**src/rtl/othello_board_engine.sv**
```systemverilog
// othello_board_engine: NxN Othello board with a sequential legality scan and flip engine.
// Define OTHELLO_SCORE_EN to add the black_count/white_count disk counters.
module othello_board_engine #(
    parameter int N  = 8,
    parameter int CW = 4
) (
    input  logic          clock,
    input  logic          resetn,
    input  logic          side,
    input  logic [CW-1:0] x,
    input  logic [CW-1:0] y,
    input  logic          check_req,
    input  logic          move_req,
    input  logic          clear_req,
    output logic          busy,
    output logic          done,
    output logic          legal,
    output logic [7:0]    dir,
    output logic [CW+2:0] flip_count,
    input  logic [CW-1:0] rd_x,
    input  logic [CW-1:0] rd_y,
    output logic [1:0]    rd_q
`ifdef OTHELLO_SCORE_EN
    ,
    output logic [2*CW:0] black_count,
    output logic [2*CW:0] white_count
`endif
);
    localparam int AW = $clog2(N);
    localparam int PW = CW + 2;
    localparam int H  = N / 2;
    typedef logic signed [PW-1:0] pos_t;
    localparam pos_t P1 = {{(PW-1){1'b0}}, 1'b1};
    localparam pos_t M1 = {PW{1'b1}};
    localparam pos_t Z  = '0;
    localparam pos_t NP = pos_t'(N);
    localparam logic [CW+2:0] K1 = {{(CW+2){1'b0}}, 1'b1};
    typedef enum logic [2:0] {IDLE, TARGET, SCAN, FLIP, FIN} state_t;
    state_t state, next_state;
    logic [1:0] board [N][N];
    logic [CW-1:0] tx, ty;
    logic own_side, is_move, first;
    logic [2:0] d;
    pos_t px, py;
    logic [CW+2:0] k, rem;
    function automatic pos_t dx(input logic [2:0] v);
        return (v >= 3'd1 && v <= 3'd3) ? P1 : (v >= 3'd5) ? M1 : Z;
    endfunction
    function automatic pos_t dy(input logic [2:0] v);
        return (v <= 3'd1 || v == 3'd7) ? M1 : (v >= 3'd3 && v <= 3'd5) ? P1 : Z;
    endfunction
    function automatic logic off(input pos_t cx, input pos_t cy);
        return cx < Z || cy < Z || cx >= NP || cy >= NP;
    endfunction
    function automatic logic [2:0] first_dir(input logic [7:0] v, input int from);
        logic [2:0] r;
        r = 3'd0;
        for (int i = 7; i >= 0; i--) if (v[i] && i >= from) r = 3'(i);
        return r;
    endfunction
    function automatic logic [1:0] init_cell(input int r, input int c);
        return ((r == H-1 && c == H-1) || (r == H && c == H)) ? 2'b10 :
               ((r == H && c == H-1) || (r == H-1 && c == H)) ? 2'b11 : 2'b00;
    endfunction
    logic [1:0] own, opp, cur, nxt_cell;
    pos_t tpx, tpy, nx, ny;
    logic cur_off, nxt_off, tgt_bad, scan_opp, scan_hit, nxt_opp, wen, do_clear;
    logic [2:0] fd0, fdn;
    logic [7:0] dir_upd;
    logic [AW-1:0] wx, wy;
    assign own      = {1'b1, own_side};
    assign opp      = {1'b1, ~own_side};
    assign tpx      = {2'b00, tx};
    assign tpy      = {2'b00, ty};
    assign nx       = px + dx(d);
    assign ny       = py + dy(d);
    assign cur_off  = off(px, py);
    assign nxt_off  = off(nx, ny);
    assign cur      = cur_off ? 2'b00 : board[py[AW-1:0]][px[AW-1:0]];
    assign nxt_cell = nxt_off ? 2'b00 : board[ny[AW-1:0]][nx[AW-1:0]];
    assign tgt_bad  = off(tpx, tpy) || board[ty[AW-1:0]][tx[AW-1:0]] != 2'b00;
    assign scan_opp = !cur_off && cur == opp;
    assign scan_hit = !cur_off && cur == own && k != K1;
    assign nxt_opp  = !nxt_off && nxt_cell == opp;
    assign fd0      = first_dir(dir, 0);
    assign fdn      = first_dir(dir, int'(d) + 1);
    assign do_clear = state == IDLE && clear_req;
    assign wen      = state == FLIP;
    assign wx       = first ? tx[AW-1:0] : px[AW-1:0];
    assign wy       = first ? ty[AW-1:0] : py[AW-1:0];
    assign rd_q     = ({1'b0, rd_x} < (CW+1)'(N) && {1'b0, rd_y} < (CW+1)'(N)) ?
                      board[rd_y[AW-1:0]][rd_x[AW-1:0]] : 2'b00;
    always_comb begin
        dir_upd = dir;
        dir_upd[d] = scan_hit;
    end
    always_ff @(posedge clock or negedge resetn) begin
        if (!resetn) state <= IDLE;
        else state <= next_state;
    end
    always_comb begin
        next_state = state;
        case (state)
            IDLE:    next_state = clear_req ? FIN : (move_req || check_req) ? TARGET : IDLE;
            TARGET:  next_state = tgt_bad ? FIN : SCAN;
            SCAN:    next_state = (scan_opp || d != 3'd7) ? SCAN : (is_move && |dir_upd) ? FLIP : FIN;
            FLIP:    next_state = (!first && rem == K1) ? FIN : FLIP;
            FIN:     next_state = IDLE;
            default: next_state = IDLE;
        endcase
    end
    always_comb begin
        busy = state != IDLE;
        done = state == FIN;
    end
    always_ff @(posedge clock or negedge resetn) begin
        if (!resetn) begin
            tx <= '0; ty <= '0; own_side <= 1'b0; is_move <= 1'b0; first <= 1'b0;
            d <= '0; px <= '0; py <= '0; k <= '0; rem <= '0;
            legal <= 1'b0; dir <= '0; flip_count <= '0;
        end else begin
            case (state)
                IDLE: if (clear_req || move_req || check_req) begin
                    tx <= x; ty <= y; own_side <= side; is_move <= move_req;
                    legal <= 1'b0; dir <= '0; flip_count <= '0;
                end
                TARGET: begin
                    d <= 3'd0; k <= K1;
                    px <= tpx + dx(3'd0); py <= tpy + dy(3'd0);
                end
                SCAN: if (scan_opp) begin
                    k <= k + K1; px <= nx; py <= ny;
                end else begin
                    dir <= dir_upd;
                    if (scan_hit) flip_count <= flip_count + k - K1;
                    if (d == 3'd7) legal <= |dir_upd;
                    d <= d + 3'd1; k <= K1; first <= 1'b1;
                    px <= tpx + dx(d + 3'd1); py <= tpy + dy(d + 3'd1);
                end
                // After the target write, walk each captured ray; a ray ends when the next cell is no longer opponent.
                FLIP: if (first) begin
                    first <= 1'b0; rem <= flip_count; d <= fd0;
                    px <= tpx + dx(fd0); py <= tpy + dy(fd0);
                end else begin
                    rem <= rem - K1;
                    if (nxt_opp) begin
                        px <= nx; py <= ny;
                    end else begin
                        d <= fdn; px <= tpx + dx(fdn); py <= tpy + dy(fdn);
                    end
                end
                default: ;
            endcase
        end
    end
    always_ff @(posedge clock or negedge resetn) begin
        if (!resetn) begin
            for (int r = 0; r < N; r++) for (int c = 0; c < N; c++) board[r][c] <= init_cell(r, c);
        end else if (do_clear) begin
            for (int r = 0; r < N; r++) for (int c = 0; c < N; c++) board[r][c] <= init_cell(r, c);
        end else if (wen) begin
            board[wy][wx] <= own;
        end
    end
`ifdef OTHELLO_SCORE_EN
    always_ff @(posedge clock or negedge resetn) begin
        if (!resetn) begin
            black_count <= (2*CW+1)'(2);
            white_count <= (2*CW+1)'(2);
        end else if (do_clear) begin
            black_count <= (2*CW+1)'(2);
            white_count <= (2*CW+1)'(2);
        end else if (wen) begin
            black_count <= black_count + {{(2*CW){1'b0}}, !own_side} - {{(2*CW){1'b0}}, own_side && !first};
            white_count <= white_count + {{(2*CW){1'b0}}, own_side} - {{(2*CW){1'b0}}, !own_side && !first};
        end
    end
`endif
endmodule

```
**config.mk**
```make
export PLATFORM = sky130hd
export DESIGN_NAME = othello_board_engine
export DESIGN_NICKNAME = d
export VERILOG_FILES = /design/src/rtl/othello_board_engine.sv
export SDC_FILE = /design/constraint.sdc
export NUM_CORES = 1
export LEC_CHECK = 0
export CORE_ASPECT_RATIO = 0.9
export CORE_UTILIZATION = 49
export DETAILED_ROUTE_END_ITERATION = 12
export PLACE_DENSITY = 0.7
export SKIP_CTS_REPAIR_TIMING = 1
export SLEW_MARGIN = 30
export SYNTH_ARGS = -nofsm -noshare
export SYNTH_HDL_FRONTEND = slang
export SYNTH_SLANG_ARGS = --single-unit
```
**constraint.sdc**
```tcl
create_clock -name clock -period 4.9 [get_ports clock]
set_clock_uncertainty 0.15 [all_clocks]
set_input_delay 1.225 -clock clock [delete_from_list [all_inputs] [get_ports clock]]
set_output_delay 1.225 -clock clock [all_outputs]
set_load 0.02 [all_outputs]
```
======== Word-level counts from Yosys, hierarchy flattened ========
Index checks and enable logic that the tools add are counted.
word-level totals
  register bits ........................... 187
  output and inout bits ................... 20
  logic and storage cells ................. 352
cells by class
  reduce and logical (&&, ||, !) cells .... 63
  multiplexer cells ....................... 106
  add/sub/neg operators ................... 15
  order comparisons ....................... 60
  eq/ne operators ......................... 19
  bitwise gates (word level) .............. 11
operators with widths
  cell                  count
  $mux W128             2
  $bmux W16 S3          4
  $mux W16              9
  $bwmux W128           1
  $mux W6               18
  $mux W3               26
  $demux W16 S3         1
  $add A5 B6 Y6         6
  $pmux W6 S3           2
  $mux W7               5
  $ge A4 B4 Y1 const B  8
  $pmux W7 S2           2
  $logic_and A1 B1 Y1   27
  $bmux W2 S3           4
  $ge A6 B5 Y1 const B  4
  $lt A6 B1 Y1 const B  4
  $mux W2               12
  $not A3 Y4            6
  $logic_or A1 B1 Y1    18
  $ge A3 B4 Y1 const A  4
  $ge A3 B4 Y1 const B  4
  $lt A4 B1 Y1 const B  4
  $mux W8               2
  $pmux W8 S2           1
  other kinds (43)      100

======== Logic depth before layout (Yosys ltp) ========
Gate-level depths: netlist (run 1).
  word-level depth ........................ 19
  depth in mapped cells ................... 18
  gate-level depth less buffers ........... 16

======== Worst setup path before layout (run 1) ========
No wires, ideal clock.
  kind .................................... input to output
  from .................................... input rd_y[0]
  to ...................................... output rd_q[1]
  slack ................................... -130 ps
  buffers on the path ..................... 2
  arrival time ............................ 3655 ps
  stages on the path ...................... 6
  cells stage by stage .................... clkbuf_1 -> buf_1 -> mux4_2 -> mux4_2 -> mux4_2 -> nor3b_1
on the way
  word-level cells in the longest chain between the ends .. 8
ends and longest elaborated chain
  element                                      RTL line  text
  from (decl)                                  21        input logic [CW-1:0] rd_y,
  $not A3 Y4 (not written as such)             92        board[rd_y[AW-1:0]][rd_x[AW-1:0]] : 2'b00;
  $bmux W16 S3                                 92
  $mux W16 (not written as such) (2 in a row)  92
  $bmux W2 S3                                  92
  $mux W2 (not written as such) (2 in a row)   92
  $mux W2 (*)                                  91        assign rd_q = ({1'b0, rd_x} < (CW+1)'(N) && {1'b0, rd_y} < (CW+1)'(N)) ?
  to (decl)                                    22        output logic [1:0] rd_q
Mark *: on every way between the ends. The rest lies on a longest branch, timed or not. The select of a mux whose other input is x is not followed.

======== Final worst setup path (run 1) ========
  from .................................... input rd_y[0]
  to ...................................... output rd_q[0]
The elaborated chain is that of the path after synthesis.

==> results of run 1 <==
## worst max-delay path, cell delays in order
cell            delay [ns]
buf_2                 0.18
buf_6                 0.19
mux4_2                0.52
mux4_2                0.49
mux4_2                0.49
nor3b_1               0.16
dlymetal6s2s_1        0.21
## stage by stage
stage	hold WS, ns	std cells
finish	0.343	2122
global route	0.385	2122
CTS	0.343	2115
detailed placement	0.326	2083
global placement	0.318	2083
floorplan	0.285	1707
## logic make-up (layout without fill, tap and decap cells)
| group | count (synthesis) | count (layout) | share of synthesized area |
|---|---|---|---|
| AND/OR/NAND/NOR | 594 | 594 | 0.174 |
| AO/OA/AOI/OAI | 446 | 446 | 0.183 |
| flip-flops | 187 | 187 | 0.305 |
| multiplexers | 185 | 185 | 0.200 |
| buffers and inverters | 184 | 190 | 0.0523 |
| adder cells (fa/ha/maj) | 74 | 74 | 0.0646 |
| XOR/XNOR | 37 | 37 | 0.0211 |
## metal layers
metal,vias to the layer above,track usage,share of wire
li1,6241,-,-
met1,7195,0.461,0.41
met2,951,0.503,0.44
met3,171,0.0757,0.11
met4,0,0.120,0.037
met5,-,0.00308,0
## registers in the layout (all words and copies together) (netlist names), 4 cells and up
signal      cells
dir             8
flip_count      7
px              6
rem             7
ty              4
py              6
tx              4
board         128
k               7
## worst max-delay path by stage
| stage | from | endpoint | slack [ns] | cells after the start |
|---|---|---|---|---|
| 2_1_floorplan | d[1] | d[0] | 0.02 | 16 |
| 3_3_place_gp | rd_y[1] | rd_q[1] | -0.45 | 7 |
| 3_5_place_dp | rd_y[1] | rd_q[0] | -0.46 | 7 |
| 4_1_cts | rd_y[1] | rd_q[0] | -0.46 | 7 |
| 5_1_grt | d[1] | d[2] | 0.02 | 16 |
| 6_report | rd_y[0] | rd_q[0] | 0.06 | 7 |
## where the power goes
part           internal [mW]  switching, mW  leakage [nW]
Combinational           2.44           3.81          4.17
Sequential              1.68          0.455          2.52
Clock                  0.815          0.678         0.296
## Yosys cell counts (13+ instances only)
| library cell | count |
|---|---|
| a21oi_1 | 150 |
| mux4_2 | 82 |
| xor2_1 | 19 |
| mux2i_1 | 74 |
| ha_1 | 65 |
| o22ai_1 | 16 |
| nor2_1 | 254 |
| nor2b_1 | 13 |
| nor3_1 | 53 |
| nand3_1 | 37 |
| o21a_1 | 19 |
| inv_1 | 70 |
| xnor2_1 | 18 |
| a21o_1 | 17 |
| dfrtp_1 | 181 |
| a22oi_1 | 17 |
| o21ai_0 | 105 |
| clkbuf_1 | 81 |
| nand2_1 | 153 |
| mux2_2 | 17 |
## final cells by class
type,instances,area share
Multi-Input combinational cell,1336,0.588
Inverter,72,0.0160
Clock buffer,20,0.0258
Timing Repair Buffer,86,0.0531
Sequential cell,187,0.277
Clock inverter,12,0.00969
Tap cell,409,0.0302
==> flow_summary.ini, run 1 <==
[cts]
cts.reportedPaths.clkPinSlew_ns = 0.08
cts_sinks = 187
cts_buffers = 17
worstSkewPairLatency_ns = 0.46
htreeDepth = 4
cts_tree = done
cts_root_buffer = clkbuf_16
cts_buffer_depth = 2

[cells_and_area]
utilization = 0.547
n_fill_cell = 2766
n_antenna_cell = 0
seq_area_um2 = 4690
fin_area_um2 = 16900
area_growth_pct = 10.0
mostFrequentLayoutCells = 254 x nor2_1, 177 x dfrtp_1, 153 x nand2_1, 150 x a21oi_1, 105 x o21ai_0
final_common_cell = nor2_1
fin_nets = 1796
multi_input_area_um2 = 9950
drive_gt1_frac = 0.126

[place]
gp_congestion = 1.04
preCtsSetupSlack_ns = -0.456
portBuffers = 41
dp_hpwl_mm = 37.2
placed_cell_area_um2 = 16200

[power]
p_leak_nw = 6.99
power_density_nw_per_um2 = 583
max-vdd-ir-drop_uv = 497
finalPower_mw = 9.87

[detailed_routing]
first_pass_iters = 6
via_per_inst = 6.86
vias = 14558
first_iter_violations = 1974
wl_mm = 53.0
antenna_left = 0
route.detailed.wl_per_inst_um = 25.0
drc = 0

[sta]
fin_crit_sh = 0.987
setup_viol = 0
post-route-min-period_ns = 4.84
fmax_mhz = 207
relSlewSlack = 0.329
setup_slack_ns = 0.0619
rsz0062_at_grt = false
slew_viol_final = 0
tightest_slew_ns = 1.00
hold_viol = 0
tns_ns = 0

[grt]
antenna_found_initial = 0
grt_pass1_wl_mm = 80.8
grt_usage = 0.331
grt-ovfl-total = 0
grt_max_degree = 112
grt_pass1_vias = 13502

[synth]
yosysWarnings = 0
synthTopCellsByArea = dfrtp_1 29%, mux4_2 12%, nor2_1 6.2%, ha_1 5.3%, a21oi_1 4.9%
synth_edf_count = 0
async_flop_share = 1.00
ys.flop_type = dfrtp_1
synth_fp_nets = 1803
ys_ff_latch = 187
synth.distinct_cells = 93
synth_area_um2 = 15400
yosysTopAreaCell = dfrtp_1
syn_area_per_cell_um2 = 9.01
synth_top_area_share = 0.295
yosysSeqAreaShare = 0.305
synthCells = 1707

[worst_hold_path]
hp-class = reg -> reg
hold_end = is_move
worstHoldStart = is_move
hold_depth = 2

[critical_path]
reg2reg_slack_ns = 0.19
ff2ff_path_depth = 16
cp_data_arrival_time_ns = 3.46
cp.required_ns = 3.52
end_kind = output pin
critPathLaunchType = input pin
r2r-end = d[2]
r2r_start = d[1]
critPathKind = in -> out
worstPathMaxFanout = 8

[floorplanning]
initial_core_util = 0.497
io_pins = 42
fp.dieW_um = 189
core_region_area_um2 = 30900
die_h_um = 170
fp-row-count = 61
die-area_um2 = 32100

[status]
status = finished, final reports clean

[flow_run]
max-cap-violations = 0
Power figures use the tool's default switching activity.
==> run 2, diff against run 1 <==
- PLACE_DENSITY: 0.7 -> 0.68
- RECOVER_POWER: default -> 25
==> run 2 against run 1 <==
Effect of this change:
- the flow now finishes with violations (capacitance limit, slew limit)
- cell area rose by 0.31%
- first-iteration DRC count fell by 17%
- clock-buffer cell count did not move
- setup slack improved by 0.0034 ns
- global-route usage rose by 0.46 points
- via count fell by 2.6%
- hold slack got worse by 0.0085 ns
- clock power barely moved
- sequential power fell by 4%
- combinational power rose by 3%
- maximum frequency barely moved
==> flow_summary.ini, run 2 (synthesis results as in run 1) <==
[place]
portBuffers = 41
dp_hpwl_mm = 38.1
preCtsSetupSlack_ns = -0.457
gp_congestion = 0.993
place_inst = 2091
placed_cell_area_um2 = 16200

[power]
power_density_nw_per_um2 = 585
pwr-share-seq = 0.205
p_leak_nw = 7.02
comb_power_share = 0.645
switching_share = 0.497
power_switching_mw = 4.94
max-vdd-ir-drop_uv = 550
clkPwrFrac = 0.150
intPower_mw = 5.00

[critical_path]
reg2reg_slack_ns = 0.23
worstPathMaxFanout = 13
crit_path_frequent_cell = mux4_2
crit_chain = buf_2, buf_12, mux4_2, mux4_2, mux4_2, nor3b_1, dlymetal6s2s_1
critPathLaunchType = input pin
cp_data_arrival_time_ns = 3.46
worst-path-buf-inv = 3
crit_path_max_incr_delay_ns = 0.53
r2r_start = d[1]
ff2ff_path_depth = 17
critPathKind = in -> out
crit_slowest_cell = mux4_2
r2r-end = d[2]
cp.required_ns = 3.52
end_kind = output pin
cp_top_family = multiplexers
worst-path-stages = 7

[cells_and_area]
n_fill_cell = 2803
reg_top3 = board x128, dir x8
stdcell_count = 2131
fin_nets = 1805
fin_area_um2 = 17000
largest_reg_flops = 128
final_common_cell = nor2_1
drive_gt1_frac = 0.133
mostFrequentLayoutCells = 253 x nor2_1, 177 x dfrtp_1, 153 x nand2_1, 150 x a21oi_1, 105 x o21ai_0
area_growth_pct = 10.4
regMostFlops = board
n_antenna_cell = 0

[sta]
slew_viol_final = 82
tightest_slew_ns = 2.31
relSlewSlack = -0.537
fmax_mhz = 207
setup_viol = 0
setup_slack_ns = 0.0653
post-route-min-period_ns = 4.83
rsz0062_at_grt = false
hold_ws_ns = 0.334
fin_crit_sh = 0.987
hold_viol = 0

[cts]
cts_tree = done
cts_buffers = 17
cts_buffer_depth = 2
worstSkewPairLatency_ns = 0.46
cts.reportedPaths.clkPinSlew_ns = 0.08
cts_root_buffer = clkbuf_16
htreeDepth = 4
cts_sinks = 187

[detailed_routing]
antenna_left = 0
vias = 14186
drc = 0
first_pass_iters = 6
route.detailed.wl_per_inst_um = 24.8
wl_mm = 52.8
via_per_inst = 6.66
first_iter_violations = 1632

[worst_hold_path]
worstHoldStart = is_move
hold_depth = 2
hp-class = reg -> reg
hold_end = is_move

[floorplanning]
die_h_um = 170
io_pins = 42
initial_core_util = 0.497
die-area_um2 = 32100
core_region_area_um2 = 30900
fp-row-count = 61
fp.dieW_um = 189

[grt]
grt_pass1_vias = 13487
grt-ovfl-total = 0
grt_usage = 0.335
grt_max_degree = 83
grt_pass1_wl_mm = 81.5
antenna_found_initial = 2

[status]
violations = capacitance limit, slew limit
status = complete, but fails checks

[flow_run]
max-cap-violations = 1
## run 2: cell count changes in the layout (fill, tap and decap cells not counted), sizes merged
cell,change
clkinvlp,+1
bufinv,-1
buf,+8
clkinv,-2
clkbuf,+1
inv,+2
## run 2: worst register-to-register path, cell delays in order (launching register included)
cell	delay (ns)
dfrtp_1	0.43
ha_1	0.24
ha_1	0.20
a21oi_1	0.05
o211ai_1	0.20
ha_2	0.24
inv_1	0.05
fa_2	0.57
clkinv_1	0.22
buf_4	0.24
mux4_2	0.46
nand3_1	0.10
nand4_1	0.17
a2111oi_4	0.34
buf_4	0.19
nand3_2	0.11
o211ai_4	0.25
mux2_2	0.36
## run 2: worst max-delay path by stage
stage / from / end / slack, ns
floorplan: d[1] / d[0] / 0.02
global placement: rd_y[1] / rd_q[1] / -0.45
detailed placement: rd_y[1] / rd_q[1] / -0.46
CTS: rd_y[1] / rd_q[1] / -0.46
global route: rd_y[0] / rd_q[1] / 0.007
finish: rd_y[0] / rd_q[1] / 0.07
## run 2: per-stage QoR
step                      total power [mW]  TNS, ns  utilization
after floorplan                       6.28        0            -
after global placement                8.05   -0.880        0.525
after detailed placement              8.12   -0.903        0.525
after CTS                             9.63   -0.906        0.545
after global routing                  10.4        0        0.549
final                                 9.94        0        0.549
## run 2: power groups by stage
stage          Clock, mW  Combinational, mW  Sequential [mW]
3_5_place_dp           0               6.07             2.05
6_report            1.49               6.41             2.04
4_1_cts             1.50               6.10             2.02
5_1_grt             1.55               6.80             2.05
2_1_floorplan          0               4.43             1.85
3_3_place_gp           0               6.00             2.05
## run 2: per-layer routing
layer	track usage	wire length (um)	share of wire
met5	0	0	0
met4	0.121	1800	0.034
met3	0.0800	5730	0.11
met2	0.494	22800	0.43
met1	0.479	22500	0.43
## run 2: layout make-up
type	instances	area, um^2	share of cell area
clock buffer	20	457	0.0269
clock inverter	12	153	0.00899
inverter	72	270	0.0159
multi-input combinational	1336	9950	0.586
sequential	187	4690	0.276
tap	409	512	0.0301
timing repair buffer	95	943	0.0556
==> run 3, diff against run 2 <==
- PLACE_DENSITY: 0.68 -> 0.66
- clock period: 4.9 -> 4.7 ns (I/O delays scaled with it)
==> run 3 against run 2 <==
Effect of this change:
- the flow still finishes with violations (capacitance limit, slew limit)
- sequential share of layout area is 0.60 points lower
- wire length is 3.7% higher
- global-route usage is 0.42 points higher
- critical endpoint is now d[2]
- critical path type is now reg -> reg
- via count is 1.2% higher
- largest cell class unchanged
==> flow_summary.ini, run 3 (synthesis results as in run 1) <==
[power]
p_leak_nw = 7.18
power_density_nw_per_um2 = 632
switching_share = 0.489
power_switching_mw = 5.36
clkPwrFrac = 0.143
intPower_mw = 5.61
pwr-share-seq = 0.196
comb_power_share = 0.661
max-vdd-ir-drop_uv = 574

[worst_hold_path]
hold_end = is_move
hp-class = reg -> reg
worstHoldStart = is_move
hold_depth = 2

[grt]
grt_usage = 0.340
grt-ovfl-total = 0
grt_pass1_wl_mm = 82.0
antenna_found_initial = 1
grt_pass1_vias = 13131
grt_max_degree = 96

[cells_and_area]
n_fill_cell = 2799
reg_top3 = board x128, dir x8
n_antenna_cell = 0
mostFrequentLayoutCells = 254 x nor2_1, 177 x dfrtp_1, 153 x nand2_1, 150 x a21oi_1, 104 x o21ai_0
fin_nets = 1831
largest_reg_flops = 128
utilization = 0.561
area_growth_pct = 12.8
drive_gt1_frac = 0.151
regMostFlops = board
final_common_cell = nor2_1

[detailed_routing]
via_per_inst = 6.65
route.detailed.wl_per_inst_um = 25.4
vias = 14352
first_pass_iters = 7
drc = 0
wl_mm = 54.7
wl_met3_mm = 5.65
wl_met1_mm = 23.9
first_iter_violations = 1936
met2WireLength_mm = 23.8
antenna_left = 0
highest_layer = met5

[sta]
slew_viol_final = 96
fmax_mhz = 214
setup_viol = 0
relSlewSlack = -0.608
tightest_slew_ns = 2.41
post-route-min-period_ns = 4.67
hold_ws_ns = 0.328
hold_viol = 0
fin_crit_sh = 0.994

[critical_path]
critPathLaunchType = flop
cp_top_family = compound AO/OA/AOI/OAI gates
worstPathMaxFanout = 6
r2r_start = d[0]
crit_path_max_incr_delay_ns = 0.68
cp.required_ns = 4.89
worst-path-buf-inv = 3
reg2reg_slack_ns = 0.03
cp_data_arrival_time_ns = 4.86
crit_slowest_cell = fa_2
crit_path_frequent_cell = ha_2
critPathKind = reg -> reg
end_kind = flop
r2r-end = d[2]
crit_chain = buf_6, ha_2, o21ba_4, o211ai_1, ha_2, inv_2, fa_2, clkbuf_16, nor3b_1, mux2_4, o41ai_2, nand4_1, a2111oi_4, nand3_2, o211ai_4, mux2_2
ff2ff_path_depth = 16

[floorplanning]
die-area_um2 = 32100
initial_core_util = 0.497
die_h_um = 170
io_pins = 42
core_region_area_um2 = 30900
fp.dieW_um = 189
fp-row-count = 61

[cts]
cts_root_buffer = clkbuf_16
cts_tree = done
worstSkewPairLatency_ns = 0.46
cts_sinks = 187
cts_buffer_depth = 2
cts_buffers = 17
htreeDepth = 4
cts.reportedPaths.clkPinSlew_ns = 0.08

[flow_run]
max-cap-violations = 1

[status]
status = complete, but fails checks
violations = capacitance limit, slew limit

[place]
portBuffers = 41
dp_hpwl_mm = 38.9
gp_congestion = 0.988
## run 3: layer usage
layer	GRT usage	vias to the layer above
met4	0.0922	2
met5	0	-
li1	-	6301
met1	0.500	7123
met2	0.499	799
met3	0.0784	127
## run 3: power groups by stage
stage / Clock, mW / Combinational [mW] / Sequential (mW)
global placement: 0 / 6.33 / 2.15
CTS: 1.58 / 6.45 / 2.12
finish: 1.57 / 7.25 / 2.15
detailed placement: 0 / 6.41 / 2.16
floorplan: 0 / 4.64 / 1.93
global route: 1.64 / 7.64 / 2.16
## run 3: layout make-up
cell class,instances,area [um^2],share of cell area
Inverter,72,273,0.0157
Tap cell,409,512,0.0295
Clock buffer,21,450,0.0260
Clock inverter,11,160,0.00923
Sequential cell,187,4690,0.270
Multi-Input combinational cell,1336,10000,0.578
Timing Repair Buffer,121,1230,0.0710
## run 3: how the worst max path moves through the flow
stage                     startpoint      end  slack, ns  cells after the start
final                           d[0]     d[2]       0.03                     16
after global routing            d[0]    px[2]      -0.08                     17
after detailed placement     rd_y[1]  rd_q[1]      -0.57                      7
after floorplan              rd_y[0]  rd_q[1]       0.05                      6
after CTS                    rd_y[1]  rd_q[0]      -0.58                      7
after global placement       rd_y[1]  rd_q[1]      -0.56                      7
## run 3: tightest hold or removal path, cell delays in order, from the launching register on
cell     delay, ns
dfrtp_1       0.35
nand2_1       0.05
nand2_1       0.05
## run 3: stage by stage
step	total power, mW	area, um^2	instances	setup TNS [ns]	worst slack (ns)
after floorplan	6.57	15400	1707	0	0.0458
after global placement	8.48	16400	2108	-1.18	-0.561
after detailed placement	8.56	16400	2108	-1.77	-0.567
after CTS	10.2	17000	2140	-2.11	-0.581
after global routing	11.4	17400	2157	-0.460	-0.0781
final	11.0	17400	2157	0	0.0297
